[config.mk]
export PLATFORM = sky130hd
export DESIGN_NAME = io_bus_arbiter_flat
export DESIGN_NICKNAME = d
export VERILOG_FILES = /design/src/rtl/io_bus_arbiter_pkg.sv /design/src/rtl/io_bus_arbiter_if.sv /design/src/rtl/io_bus_arbiter_rr_arb2.sv /design/src/rtl/io_bus_arbiter.sv /design/src/flat_wrapper.sv
export SDC_FILE = /design/constraint.sdc
export NUM_CORES = 1
export LEC_CHECK = 0
export ABC_AREA = 1
export BUFFER_PORTS_ARGS = -buffer_cell sky130_fd_sc_hd__buf_2
export CAP_MARGIN = 40
export CORE_ASPECT_RATIO = 1.5
export CORE_MARGIN = 2
export CORE_UTILIZATION = 51
export CTS_CLUSTER_DIAMETER = 50
export DETAILED_ROUTE_END_ITERATION = 6
export PLACE_DENSITY = 0.9
export REMOVE_ABC_BUFFERS = 1
export SYNTH_ARGS = -nofsm -noshare
export SYNTH_HDL_FRONTEND = slang
export SYNTH_SLANG_ARGS = --single-unit
[constraint.sdc]
create_clock -name sys_clk_i -period 2.8 [get_ports sys_clk_i]
set_input_delay 0.42 -clock sys_clk_i [delete_from_list [all_inputs] [get_ports sys_clk_i]]
set_output_delay 0.42 -clock sys_clk_i [all_outputs]
set_load 0.005 [all_outputs]
[src/rtl/io_bus_arbiter_pkg.sv]
// rtl/io_bus_arbiter_pkg.sv - shared types and constants for the two-master I/O bus arbiter
package io_arb_pkg;

    typedef enum logic [1:0] {
        ST_IDLE   = 2'd0,
        ST_ACCESS = 2'd1,
        ST_ACK    = 2'd2
    } arb_state_t;

    localparam logic M0 = 1'b0;
    localparam logic M1 = 1'b1;

    localparam int DEF_ADDR_W = 16;
    localparam int DEF_DATA_W = 16;

    // Down-counter width able to hold ACCESS_CYCLES-1, never narrower than one bit
    function automatic int cnt_width(input int access_cycles);
        return (access_cycles > 1) ? $clog2(access_cycles) : 1;
    endfunction

endpackage

[src/rtl/io_bus_arbiter_if.sv]
// rtl/io_bus_arbiter_if.sv - requester handshakes and peripheral bus bundle for io_bus_arbiter
interface io_bus_arbiter_if
    import io_arb_pkg::*;
#(
    parameter int ADDR_W = DEF_ADDR_W,
    parameter int DATA_W = DEF_DATA_W
);
    logic              m0_req;
    logic              m0_we;
    logic [ADDR_W-1:0] m0_addr;
    logic [DATA_W-1:0] m0_wdata;
    logic              m0_gnt;
    logic              m0_ack;
    logic [DATA_W-1:0] m0_rdata;

    logic              m1_req;
    logic              m1_we;
    logic [ADDR_W-1:0] m1_addr;
    logic [DATA_W-1:0] m1_wdata;
    logic              m1_gnt;
    logic              m1_ack;
    logic [DATA_W-1:0] m1_rdata;

    logic              io_rd;
    logic              io_wr;
    logic [ADDR_W-1:0] io_addr;
    logic [DATA_W-1:0] io_dout;
    logic [DATA_W-1:0] io_din;
    logic              busy;

    // Arbiter side
    modport slave (
        input  m0_req, m0_we, m0_addr, m0_wdata,
        output m0_gnt, m0_ack, m0_rdata,
        input  m1_req, m1_we, m1_addr, m1_wdata,
        output m1_gnt, m1_ack, m1_rdata,
        output io_rd, io_wr, io_addr, io_dout, busy,
        input  io_din
    );

    // Requesters and peripheral read mux
    modport master (
        output m0_req, m0_we, m0_addr, m0_wdata,
        input  m0_gnt, m0_ack, m0_rdata,
        output m1_req, m1_we, m1_addr, m1_wdata,
        input  m1_gnt, m1_ack, m1_rdata,
        input  io_rd, io_wr, io_addr, io_dout, busy,
        output io_din
    );

endinterface

[src/rtl/io_bus_arbiter_rr_arb2.sv]
// rtl/io_bus_arbiter_rr_arb2.sv - two-way round-robin winner select with last-served pointer
module rr_arb2
    import io_arb_pkg::*;
(
    input  logic       clk,
    input  logic       rst_n,
    input  logic [1:0] req,
    input  logic       en,
    input  logic       commit,
    input  logic       commit_idx,
    output logic [1:0] win,
    output logic       last
);

    // Pointer starts at master 1 so master 0 takes the first tie
    always_ff @(posedge clk or negedge rst_n) begin
        if (!rst_n) begin
            last <= M1;
        end else if (commit) begin
            last <= commit_idx;
        end
    end

    always_comb begin
        win = 2'b00;
        if (en) begin
            case (req)
                2'b01:   win = 2'b01;
                2'b10:   win = 2'b10;
                2'b11:   win = (last == M1) ? 2'b01 : 2'b10;
                default: win = 2'b00;
            endcase
        end
    end

endmodule

[src/rtl/io_bus_arbiter.sv]
// rtl/io_bus_arbiter.sv - round-robin two-master sequencer for the peripheral I/O bus
module io_bus_arbiter
    import io_arb_pkg::*;
#(
    parameter int ACCESS_CYCLES = 2,
    parameter int ADDR_W        = DEF_ADDR_W,
    parameter int DATA_W        = DEF_DATA_W
)(
    input  logic             sys_clk_i,
    input  logic             sys_rst_i,
    io_bus_arbiter_if.slave  bus
);

    localparam int             CNT_W    = cnt_width(ACCESS_CYCLES);
    localparam logic [CNT_W-1:0] CNT_LOAD = CNT_W'(ACCESS_CYCLES - 1);

    arb_state_t        state_q, state_d;
    logic [CNT_W-1:0]  cnt_q, cnt_d;
    logic              owner_q, owner_d;
    logic              we_q, we_d;

    logic              gnt0_q, gnt0_d, gnt1_q, gnt1_d;
    logic              ack0_q, ack0_d, ack1_q, ack1_d;
    logic              rd_q, rd_d, wr_q, wr_d;
    logic              busy_q, busy_d;
    logic [ADDR_W-1:0] io_addr_q, io_addr_d;
    logic [DATA_W-1:0] io_dout_q, io_dout_d;
    logic [DATA_W-1:0] rdata0_q, rdata0_d, rdata1_q, rdata1_d;

    logic [1:0]        win;
    logic              last;
    logic              commit;

    rr_arb2 u_rr_arb2 (
        .clk        (sys_clk_i),
        .rst_n      (sys_rst_i),
        .req        ({bus.m1_req, bus.m0_req}),
        .en         (state_q == ST_IDLE),
        .commit     (commit),
        .commit_idx (owner_q),
        .win        (win),
        .last       (last)
    );

    always_ff @(posedge sys_clk_i or negedge sys_rst_i) begin
        if (!sys_rst_i) begin
            state_q   <= ST_IDLE;
            cnt_q     <= '0;
            owner_q   <= M0;
            we_q      <= 1'b0;
            gnt0_q    <= 1'b0;
            gnt1_q    <= 1'b0;
            ack0_q    <= 1'b0;
            ack1_q    <= 1'b0;
            rd_q      <= 1'b0;
            wr_q      <= 1'b0;
            busy_q    <= 1'b0;
            io_addr_q <= '0;
            io_dout_q <= '0;
            rdata0_q  <= '0;
            rdata1_q  <= '0;
        end else begin
            state_q   <= state_d;
            cnt_q     <= cnt_d;
            owner_q   <= owner_d;
            we_q      <= we_d;
            gnt0_q    <= gnt0_d;
            gnt1_q    <= gnt1_d;
            ack0_q    <= ack0_d;
            ack1_q    <= ack1_d;
            rd_q      <= rd_d;
            wr_q      <= wr_d;
            busy_q    <= busy_d;
            io_addr_q <= io_addr_d;
            io_dout_q <= io_dout_d;
            rdata0_q  <= rdata0_d;
            rdata1_q  <= rdata1_d;
        end
    end

    // io_addr_q/io_dout_q double as the latched request fields, so they hold through ACK
    always_comb begin
        state_d   = state_q;
        cnt_d     = cnt_q;
        owner_d   = owner_q;
        we_d      = we_q;
        gnt0_d    = gnt0_q;
        gnt1_d    = gnt1_q;
        ack0_d    = 1'b0;
        ack1_d    = 1'b0;
        rd_d      = rd_q;
        wr_d      = wr_q;
        busy_d    = busy_q;
        io_addr_d = io_addr_q;
        io_dout_d = io_dout_q;
        rdata0_d  = rdata0_q;
        rdata1_d  = rdata1_q;
        commit    = 1'b0;

        case (state_q)
            ST_IDLE: begin
                if (win != 2'b00) begin
                    state_d   = ST_ACCESS;
                    cnt_d     = CNT_LOAD;
                    owner_d   = win[1] ? M1 : M0;
                    we_d      = win[1] ? bus.m1_we    : bus.m0_we;
                    io_addr_d = win[1] ? bus.m1_addr  : bus.m0_addr;
                    io_dout_d = win[1] ? bus.m1_wdata : bus.m0_wdata;
                    gnt0_d    = win[0];
                    gnt1_d    = win[1];
                    rd_d      = ~we_d;
                    wr_d      = we_d;
                    busy_d    = 1'b1;
                end
            end
            ST_ACCESS: begin
                if (cnt_q == '0) begin
                    state_d = ST_ACK;
                    commit  = 1'b1;
                    rd_d    = 1'b0;
                    wr_d    = 1'b0;
                    ack0_d  = (owner_q == M0);
                    ack1_d  = (owner_q == M1);
                    if (!we_q) begin
                        if (owner_q == M0) rdata0_d = bus.io_din;
                        else               rdata1_d = bus.io_din;
                    end
                end else begin
                    cnt_d = cnt_q - 1'b1;
                end
            end
            ST_ACK: begin
                state_d   = ST_IDLE;
                gnt0_d    = 1'b0;
                gnt1_d    = 1'b0;
                busy_d    = 1'b0;
                io_addr_d = '0;
                io_dout_d = '0;
            end
            default: begin
                state_d = ST_IDLE;
            end
        endcase
    end

    assign bus.m0_gnt   = gnt0_q;
    assign bus.m1_gnt   = gnt1_q;
    assign bus.m0_ack   = ack0_q;
    assign bus.m1_ack   = ack1_q;
    assign bus.m0_rdata = rdata0_q;
    assign bus.m1_rdata = rdata1_q;
    assign bus.io_rd    = rd_q;
    assign bus.io_wr    = wr_q;
    assign bus.io_addr  = io_addr_q;
    assign bus.io_dout  = io_dout_q;
    assign bus.busy     = busy_q;

    logic unused_last;
    assign unused_last = last;

endmodule

[src/flat_wrapper.sv]
// flat-port wrapper written by rule: the top's interface ports become plain ports
module io_bus_arbiter_flat import io_arb_pkg::*;
#(
    parameter int ACCESS_CYCLES = 2,
    parameter int ADDR_W        = DEF_ADDR_W,
    parameter int DATA_W        = DEF_DATA_W
)
  (sys_clk_i, sys_rst_i, bus_m0_req, bus_m0_we, bus_m0_addr, bus_m0_wdata, bus_m0_gnt, bus_m0_ack, bus_m0_rdata, bus_m1_req, bus_m1_we, bus_m1_addr, bus_m1_wdata, bus_m1_gnt, bus_m1_ack, bus_m1_rdata, bus_io_rd, bus_io_wr, bus_io_addr, bus_io_dout, bus_busy, bus_io_din);
  io_bus_arbiter_if #(.ADDR_W(ADDR_W), .DATA_W(DATA_W)) bus_i ();
  input  logic sys_clk_i;
  input  logic sys_rst_i;
  input wire logic [$bits(bus_i.m0_req)-1:0] bus_m0_req;
  input wire logic [$bits(bus_i.m0_we)-1:0] bus_m0_we;
  input wire logic [$bits(bus_i.m0_addr)-1:0] bus_m0_addr;
  input wire logic [$bits(bus_i.m0_wdata)-1:0] bus_m0_wdata;
  output wire logic [$bits(bus_i.m0_gnt)-1:0] bus_m0_gnt;
  output wire logic [$bits(bus_i.m0_ack)-1:0] bus_m0_ack;
  output wire logic [$bits(bus_i.m0_rdata)-1:0] bus_m0_rdata;
  input wire logic [$bits(bus_i.m1_req)-1:0] bus_m1_req;
  input wire logic [$bits(bus_i.m1_we)-1:0] bus_m1_we;
  input wire logic [$bits(bus_i.m1_addr)-1:0] bus_m1_addr;
  input wire logic [$bits(bus_i.m1_wdata)-1:0] bus_m1_wdata;
  output wire logic [$bits(bus_i.m1_gnt)-1:0] bus_m1_gnt;
  output wire logic [$bits(bus_i.m1_ack)-1:0] bus_m1_ack;
  output wire logic [$bits(bus_i.m1_rdata)-1:0] bus_m1_rdata;
  output wire logic [$bits(bus_i.io_rd)-1:0] bus_io_rd;
  output wire logic [$bits(bus_i.io_wr)-1:0] bus_io_wr;
  output wire logic [$bits(bus_i.io_addr)-1:0] bus_io_addr;
  output wire logic [$bits(bus_i.io_dout)-1:0] bus_io_dout;
  output wire logic [$bits(bus_i.busy)-1:0] bus_busy;
  input wire logic [$bits(bus_i.io_din)-1:0] bus_io_din;
  assign bus_i.m0_req = bus_m0_req;
  assign bus_i.m0_we = bus_m0_we;
  assign bus_i.m0_addr = bus_m0_addr;
  assign bus_i.m0_wdata = bus_m0_wdata;
  assign bus_m0_gnt = bus_i.m0_gnt;
  assign bus_m0_ack = bus_i.m0_ack;
  assign bus_m0_rdata = bus_i.m0_rdata;
  assign bus_i.m1_req = bus_m1_req;
  assign bus_i.m1_we = bus_m1_we;
  assign bus_i.m1_addr = bus_m1_addr;
  assign bus_i.m1_wdata = bus_m1_wdata;
  assign bus_m1_gnt = bus_i.m1_gnt;
  assign bus_m1_ack = bus_i.m1_ack;
  assign bus_m1_rdata = bus_i.m1_rdata;
  assign bus_io_rd = bus_i.io_rd;
  assign bus_io_wr = bus_i.io_wr;
  assign bus_io_addr = bus_i.io_addr;
  assign bus_io_dout = bus_i.io_dout;
  assign bus_busy = bus_i.busy;
  assign bus_i.io_din = bus_io_din;
  io_bus_arbiter #(.ACCESS_CYCLES(ACCESS_CYCLES), .ADDR_W(ADDR_W), .DATA_W(DATA_W)) u_core (.sys_clk_i(sys_clk_i), .sys_rst_i(sys_rst_i), .bus(bus_i));
endmodule
# Yosys cells after proc, flatten, opt, wreduce, memory -nomap -nowiden
# Index checks and enable logic that the tools add are counted.
[op_classes] add_sub_neg=1 n_eq_ne=7 n_mux=33 bitwise_logic=4 reduce_logical=11
[ops] op="2-to-1 mux 16 bit" n=4
[ops] op="case mux 16 bit (2 select lines)" n=2
[ops] op="2-to-1 mux 1 bit" n=15
[ops] op="case mux 1 bit (2 select lines)" n=6
[ops] op="2-to-1 mux 2 bit" n=4
[ops] op="AND reduction 2 bit" n=4
[ops] op="AND reduction 4 bit" n=2
[ops] op="== test 2 bit (second input constant)" n=3
[ops] op="case mux 2 bit (3 select lines)" n=1
[ops] op="nonzero test 2 bit" n=3
[ops] op="== test 2 x 1 -> 1 bit (second input constant)" n=2
[ops] op="inverter 1 bit" n=4
[ops] op="case mux 2 bit (2 select lines)" n=1
[ops] op="AND reduction 3 bit" n=1
[ops] op="zero test 2 bit" n=1
[ops] op="inequality test 2 x 1 -> 1 bit (second input constant)" n=1
[ops] op="inequality test 2 bit (second input constant)" n=1
[ops] op="subtractor 1 bit (second input constant)" n=1
[totals] register_bits=77 input_bits=86 output_inout_bits=71 wordCells=72

# Depth between registers and ports, before layout
# Gate-level depths: netlist (run 1).
[depth] word_depth=7 mapped_depth=7 depth_no_buf=6

# Cells and area by module
# A second synthesis (run 1) with hierarchy kept.
[hier_totals] cells_unflattened=445 hier_area_um2=3563.4
[modules_own_cells] mod="io_bus_arbiter" instances=1 cells_each=437 area_each_um2=3507.1 seq_area_each_um2=1901.8
[modules_own_cells] mod="rr_arb2" instances=1 cells_each=8 area_each_um2=56.3 seq_area_each_um2=26.3

# Worst setup path before layout (run 1)
# Ideal clock, no wire load.
[synth_timing] kind="register to register" start="register u_core.u_rr_arb2.last" end="register u_core.io_dout_q[2], in the netlist u_core.bus.io_dout[2]" setup_time_ns=0.118 t_arrival_ns=1.246 t_required_ns=2.682 path_slack_ns=1.437 stages_incl_launch_ff=7 n_path_buf=1 synth_period_minus_slack_ns=1.363 path_cell_list="dfstp_2 -> nand2_1 -> nand3_2 -> buf_1 -> nand2_1 -> nand3_1 -> nand2_1"
[synth_via] elab_chain_cells=6 word_cells_on_any_way=9 classes_between="1 x eq/ne; 6 x mux; 2 x reduce/logical"
[synth_lines] item="from (decl)" line_no="io_bus_arbiter_rr_arb2.sv:12" rtl="output logic last"
[synth_lines] item="from (signal assigned)" line_no="io_bus_arbiter_rr_arb2.sv:20" rtl="last <= commit_idx;"
[synth_lines] item="2-to-1 mux 2 bit *" line_no="io_bus_arbiter_rr_arb2.sv:30" rtl="2'b11: win = (last == M1) ? 2'b01 : 2'b10;"
[synth_lines] item="case mux 2 bit (3 select lines) *" line_no="io_bus_arbiter_rr_arb2.sv:27" rtl="case (req)"
[synth_lines] item="2-to-1 mux 2 bit *" line_no="io_bus_arbiter_rr_arb2.sv:26" rtl="if (en) begin"
[synth_lines] item="2-to-1 mux 16 bit or nonzero test 2 bit (tied branches)" line_no="io_bus_arbiter.sv:108, io_bus_arbiter.sv:102"
[synth_lines] item="2-to-1 mux 16 bit or inequality test 2 x 1 -> 1 bit (tied branches)"
[synth_lines] item="case mux 16 bit (2 select lines) or AND reduction 2 bit (tied branches)"
[synth_lines] item="to (signal assigned)" line_no="io_bus_arbiter.sv:75" rtl="io_dout_q <= io_dout_d;"
[synth_lines] item="to (decl)" line_no="io_bus_arbiter.sv:27" rtl="logic [DATA_W-1:0] io_dout_q, io_dout_d;"
# Every way passes the cells marked *; elsewhere a longest branch is shown, timed or not. The select of a mux whose other input is x is not followed.
# A chain may end at the register's enable or synchronous reset.

# Worst setup path in the final report (run 1)
[layout_timing] start="register u_core.state_q[1]" end="register u_core.we_q"
[layout_via] elab_chain_cells=4 word_cells_on_any_way=5 classes_between="2 x mux; 3 x reduce/logical"
[layout_lines] item="from (decl)" line_no="io_bus_arbiter.sv:17" rtl="arb_state_t state_q, state_d;"
[layout_lines] item="from (signal assigned)" line_no="io_bus_arbiter.sv:63" rtl="state_q <= state_d;"
[layout_lines] item="zero test 2 bit *" line_no="io_bus_arbiter.sv:38, io_bus_arbiter.sv:100"
[layout_lines] item="2-to-1 mux 2 bit" line_no="io_bus_arbiter_rr_arb2.sv:26"
[layout_lines] item="nonzero test 2 bit" line_no="io_bus_arbiter.sv:102" rtl="if (win != 2'b00) begin"
[layout_lines] item="AND reduction 2 bit (no line)"
[layout_lines] item="to (signal assigned)" line_no="io_bus_arbiter.sv:66" rtl="we_q <= we_d;"
[layout_lines] item="to (decl)" line_no="io_bus_arbiter.sv:20" rtl="logic we_q, we_d;"
# Every way passes the cells marked *; elsewhere a longest branch is shown, timed or not.

==> results.py, run 1 <==
metrics = {
    "floorplanning": {
        "dieArea_sq_um": 7870,
        "initial_core_util_pct": 52.9,
        "rows": 37,
        "fp.dieH_um": 108,
        "io_pins": 157,
        "core_sq_um": 6900,
        "die_x_um": 73.1,
    },
    "critical_path": {
        "cp-end-kind": "flip-flop",
        "crit_required_ns": 3.08,
        "crit_end": "u_core.we_q",
        "max_stage_delay_ns": 0.47,
        "critPathMaxFanout": 35,
        "ff2ff_setup_slack_ns": 0.81,
        "cp_common_cell": "nand2_1",
        "r2r_end": "u_core.we_q",
        "path_buf_inv": 2,
        "cpMaxStageDelayCell": "inv_2",
        "arrival_ns": 2.27,
        "crit_cells": 6,
        "crit_family": "buffers and inverters",
        "crit_start": "u_core.state_q[1]",
        "path_cells": "nor2_4 -> buf_4 -> o21ai_2 -> inv_2 -> nand2_1 -> nand2_1",
        "r2r-start": "u_core.state_q[1]",
        "worstSetupPathType": "reg -> reg",
        "startpoint_type": "flip-flop",
        "worstRegToRegCells": 6,
    },
    "yosys": {
        "ys_ff_latch": 77,
        "synth_cells": 467,
        "syn_area_per_cell_sq_um": 7.82,
        "synth_area_sq_um": 3650,
        "yosys_warnings": 0,
        "ys_types": 20,
        "ys_seq_area_share_pct": 52.8,
    },
    "timing": {
        "fin_crit_ns": 1.99,
        "fin_setup_tns_ns": 0,
        "slew_viol_final": 0,
        "timing.slew.headroom_pct": 43.8,
        "skew_ns": 0.00940,
        "post-route-period-util_pct": 71.0,
        "finalHoldViolCount": 0,
        "max_freq_ghz": 0.503,
        "worstMarginPinSlew_ns": 0.838,
        "setup_viol": 0,
        "rsz0062_at_grt": "false",
    },
    "layout": {
        "layout-drive-gt1-share_pct": 30.2,
        "nNetsFinal": 698,
        "diodes": 0,
        "area_delta_synth_final_pct": 26.2,
        "fillers": 588,
        "multi_input_area_sq_um": 1330,
        "layout.area.seq_sq_um": 1930,
    },
    "clock_tree": {
        "path_clk_slew_ns": 0.07,
        "cts.path.max_buffers": 2,
        "cts.repair.resized": 0,
        "cts_max_level": 3,
        "cts_buffers": 9,
        "cts_tree": "yes",
        "cts_hold_buffers": 0,
        "clkSinkCount": 77,
        "clock_latency_ns": 0.34,
        "root_buffer": "clkbuf_8",
        "post_cts_buffers": 0,
    },
    "global_routing": {
        "grt-ovfl-total": 0,
        "grt_pass1_wl_um": 15000,
        "grt_start_max_net_pins": 41,
        "grt_pass1_vias": 3368,
        "antenna_found_initial": 0,
        "grt_usage_pct": 24.4,
    },
    "route": {
        "wirelength_um": 9310,
        "via_count": 3567,
        "first_iter_violations": 263,
        "wl_per_cell_um": 13.4,
        "viasPerCell": 5.14,
        "drt_first_pass_iters": 5,
        "ant_nets": 0,
        "drc_errors": 0,
    },
    "run": {
        "max_cap_violations": 0,
    },
    "placement": {
        "numPortBuffers": 156,
        "gp_congestion": 0.826,
        "dp_hpwl_um": 6780,
    },
    "status": {
        "status": "complete, no violations",
    },
    "power_and_ir_drop": {
        "leakage_uw": 0.00283,
        "peakVddDrop_mv": 0.646,
        "p_per_area_nw_per_um2": 1060,
        "power.total_uw": 4890,
    },
    "min_path": {
        "hp-class": "in -> async",
    },
}
## layout make-up
type                       instances  share of cell area [%]
sequential                        77                    41.8
multi-input combinational        293                    28.9
timing repair buffer             160                    17.9
inverter                          71                    5.78
clock buffer                      13                    3.23
tap                               78                    2.12
clock inverter                     2                   0.217
## worst min path at each step
stage	start	endpoint	slack (ns)	depth (start not counted)
after global routing	sys_rst_i	u_core.bus.m0_rdata[7]	0.06	1
after global placement	u_core.bus.m0_gnt	u_core.bus.m0_gnt	0.45	2
after CTS	sys_rst_i	u_core.bus.m0_rdata[12]	0.03	1
after detailed placement	sys_rst_i	u_core.bus.m0_rdata[6]	0.42	1
final	sys_rst_i	u_core.bus.m0_rdata[12]	0.03	1
after floorplan	sys_rst_i	u_core.bus.busy	0.12	0
## per-stage QoR
stage | worst slack [ns] | cells | instance area (sq um) | hold slack, ns | utilization (%)
after floorplan | 0.819 | 441 | 3530 | 0.124 | -
after global placement | 0.894 | 678 | 4430 | 0.452 | 64.2
after detailed placement | 0.838 | 679 | 4450 | 0.418 | 64.5
after CTS | 0.824 | 694 | 4610 | 0.0327 | 66.8
after global routing | 0.633 | 694 | 4610 | 0.0564 | 66.8
final | 0.812 | 694 | 4610 | 0.0350 | 66.8
## cells by family (layout without fill, tap and decap cells)
kind of cell / Yosys count / count (layout) / synth area share (%)
buf+inv: 97 / 246 / 10.7
compound gates: 5 / 5 / 0.857
flops: 77 / 77 / 52.8
simple gates: 288 / 288 / 35.6
## cells in the mapped netlist
cell type	number	area (sq um)
o211ai_1	1	7.51
nand2_1	179	672
nand3_2	3	30.0
o21ai_2	1	8.76
nand2_2	1	6.26
o21ai_0	3	15.0
dfrtp_1	76	1900
buf_1	2	7.51
inv_1	67	251
dfstp_2	1	26.3
nand4_1	33	206
nor3_2	1	10.0
nor2_2	1	6.26
nand3_1	67	335
buf_2	7	35.0
clkinv_1	1	3.75
inv_2	3	11.3
buf_4	5	37.5
nor2_4	3	33.8
clkbuf_1	12	45.0
## registers in the layout (all words and copies together), names as in the netlist, 2 cells and up
register / flops
u_core.state_q: 2
u_core.bus.io_dout: 16
u_core.bus.io_addr: 16
u_core.bus.m0_rdata: 16
u_core.bus.m1_rdata: 16
## cells in the final DEF (no fill, tap or decap), drive strengths merged
cell type	n
buf	160
nand4	33
o211ai	1
o21ai	4
nand2	180
nor2	4
nor3	1
dfrtp	76
dfstp	1
inv	70
clkinv	3
nand3	70
clkbuf	13
## where the power goes
| part | internal (uW) | switching [uW] | leakage [uW] | total, uW |
|---|---|---|---|---|
| Combinational | 830 | 1360 | 0.00180 | 2190 |
| Clock | 339 | 362 | 0.0000833 | 701 |
| Sequential | 1670 | 326 | 0.000943 | 2000 |
## routing by layer
metal	global-route usage [%]	share of wire, %
met1	31.1	41
met4	11.0	1.6
met2	39.6	48
met5	0	0
met3	4.59	9.1
(Power assumes the default switching activity.)
==> run 2, diff against run 1 <==
--- a/config.mk
+++ b/config.mk
@@ -10,10 +10,10 @@
 export CAP_MARGIN = 40
 export CORE_ASPECT_RATIO = 1.5
 export CORE_MARGIN = 2
-export CORE_UTILIZATION = 51
+export CORE_UTILIZATION = 48
 export CTS_CLUSTER_DIAMETER = 50
 export DETAILED_ROUTE_END_ITERATION = 6
-export PLACE_DENSITY = 0.9
+export PLACE_DENSITY = 0.86
 export REMOVE_ABC_BUFFERS = 1
 export SYNTH_ARGS = -nofsm -noshare
 export SYNTH_HDL_FRONTEND = slang
==> constraint.sdc (replaced) <==
create_clock -name sys_clk_i -period 2 [get_ports sys_clk_i]
set_input_delay 0.3 -clock sys_clk_i [delete_from_list [all_inputs] [get_ports sys_clk_i]]
set_output_delay 0.3 -clock sys_clk_i [all_outputs]
set_load 0.005 [all_outputs]
==> results.py, run 2 (same netlist as run 1, synthesis figures left out) <==
metrics = {
    "status": {
        "status": "complete, no violations",
    },
    "power_and_ir_drop": {
        "leakage_uw": 0.00291,
        "p_per_area_nw_per_um2": 1560,
        "power.total_uw": 7510,
        "peakVddDrop_mv": 0.935,
    },
    "layout": {
        "multi_input_area_sq_um": 1330,
        "layout.area.seq_sq_um": 1930,
        "mostFrequentLayoutCells": "nand2_1 (179), buf_2 (155), dfrtp_1 (76), inv_1 (67), nand3_1 (67)",
        "fillers": 650,
        "area_delta_synth_final_pct": 32.2,
        "layout.cells.non_filler": 723,
        "final_common_cell": "nand2_1",
        "nNetsFinal": 702,
        "layout-drive-gt1-share_pct": 30.9,
        "final_util_pct": 64.2,
        "diodes": 0,
    },
    "global_routing": {
        "antenna_found_initial": 0,
        "grt-busiest-layer": "met2",
        "grt_start_max_net_pins": 43,
        "grt_pass1_vias": 3570,
        "grt-ovfl-total": 0,
        "grt_pass1_wl_um": 15700,
        "use_met3_pct": 6.27,
        "grt_use_met2_pct": 40.1,
        "grt_usage_pct": 24.3,
        "grt.met1_usage_pct": 28.5,
    },
    "timing": {
        "max_freq_ghz": 0.634,
        "post-route-period-util_pct": 78.9,
        "rsz0062_at_grt": "false",
        "fin_crit_ns": 1.58,
        "worstMarginPinSlew_ns": 0.589,
        "slew_viol_final": 0,
        "finalHoldViolCount": 0,
        "setup_viol": 0,
        "holdWs_ns": 0.213,
        "fin_setup_tns_ns": 0,
        "timing.slew.headroom_pct": 60.7,
        "skew_ns": 0.00802,
    },
    "route": {
        "ant_nets": 0,
        "viasPerCell": 4.98,
        "wirelength_um": 9400,
        "via_count": 3603,
        "drt_first_pass_iters": 4,
        "wl_per_cell_um": 13.0,
        "first_iter_violations": 171,
        "drc_errors": 0,
    },
    "run": {
        "max_cap_violations": 0,
    },
    "critical_path": {
        "path_cells": "nor2_4 -> o21ai_2 -> inv_2 -> nand3_1 -> nand2_1",
        "cpMaxStageDelayCell": "inv_2",
        "path_buf_inv": 1,
        "cp-end-kind": "flip-flop",
        "max_stage_delay_ns": 0.47,
        "worstSetupPathType": "reg -> reg",
        "startpoint_type": "flip-flop",
        "critPathMaxFanout": 35,
        "crit_family": "buffers and inverters",
        "crit_required_ns": 2.26,
        "arrival_ns": 1.84,
    },
    "min_path": {
        "hp-class": "in -> reg",
    },
    "floorplanning": {
        "dieArea_sq_um": 8330,
        "fp.dieH_um": 111,
        "rows": 39,
        "initial_core_util_pct": 48.6,
        "die_x_um": 75.2,
        "io_pins": 157,
        "core_sq_um": 7510,
    },
    "clock_tree": {
        "clock_latency_ns": 0.33,
        "root_buffer": "clkbuf_16",
        "cts.repair.resized": 0,
        "path_clk_slew_ns": 0.06,
        "cts_tree": "yes",
        "cts_max_level": 3,
        "clkSinkCount": 77,
        "cts_buffers": 9,
        "cts.path.max_buffers": 2,
        "post_cts_buffers": 0,
    },
    "placement": {
        "dp_hpwl_um": 6890,
        "post-place-cells": 706,
        "numPortBuffers": 156,
        "gp_congestion": 0.776,
    },
}
## run 2: what timing repair did
item	4_1_cts	5_1_grt
setup endpoints to repair	0	0
hold buffers	1	0
endpoints found under the hold margin	40	0
## run 2: metrics by stage
stage	area [sq um]	setup slack (ns)
6_report	4830	0.423
5_1_grt	4830	0.256
4_1_cts	4830	0.423
3_5_place_dp	4510	0.329
3_3_place_gp	4510	0.377
2_1_floorplan	3530	0.0761
## run 2: worst register-to-register path, delay by kind of cell (launching register included)
family	cells	cell delay, ns
buffers and inverters	1	0.47
and+or+nand+nor	3	0.46
DFF	1	0.45
AOI/OAI and AO/OA	1	0.13
## run 2: where the power goes
part	switching [uW]	internal [uW]
logic	1880	1210
registers	464	2350
clock network	605	1000
total	2950	4560
## run 2: final cells by class
cell class                      instances  share of cell area [%]
Clock buffer                           11                    5.03
Inverter                               71                    5.52
Multi-Input combinational cell        293                    27.6
Timing Repair Buffer                  164                    18.0
Clock inverter                          5                    1.22
Tap cell                              102                    2.64
Sequential cell                        77                    40.0
## run 2: final timing paths
path	to	startpoint	cells after the start	slack [ns]
max	u_core.bus.io_addr[3]	u_core.state_q[1]	5	0.42
min	u_core.bus.m0_rdata[12]	bus_io_din[12]	3	0.21
max reg2reg	u_core.bus.io_addr[3]	u_core.state_q[1]	5	0.42
min reg2reg	u_core.bus.io_dout[6]	u_core.bus.io_dout[6]	2	0.47
max in group asynchronous	u_core.bus.m0_rdata[10]	sys_rst_i	3	0.91
min in group asynchronous	u_core.bus.m0_rdata[4]	sys_rst_i	2	0.50
## run 2: per-layer routing
metal	share of wire, %	wire, um	up-vias
met2	50	4690	153
met4	2.2	207	0
met1	40	3730	1672
li1	-	-	1760
met3	8.2	773	18
met5	0	0	-
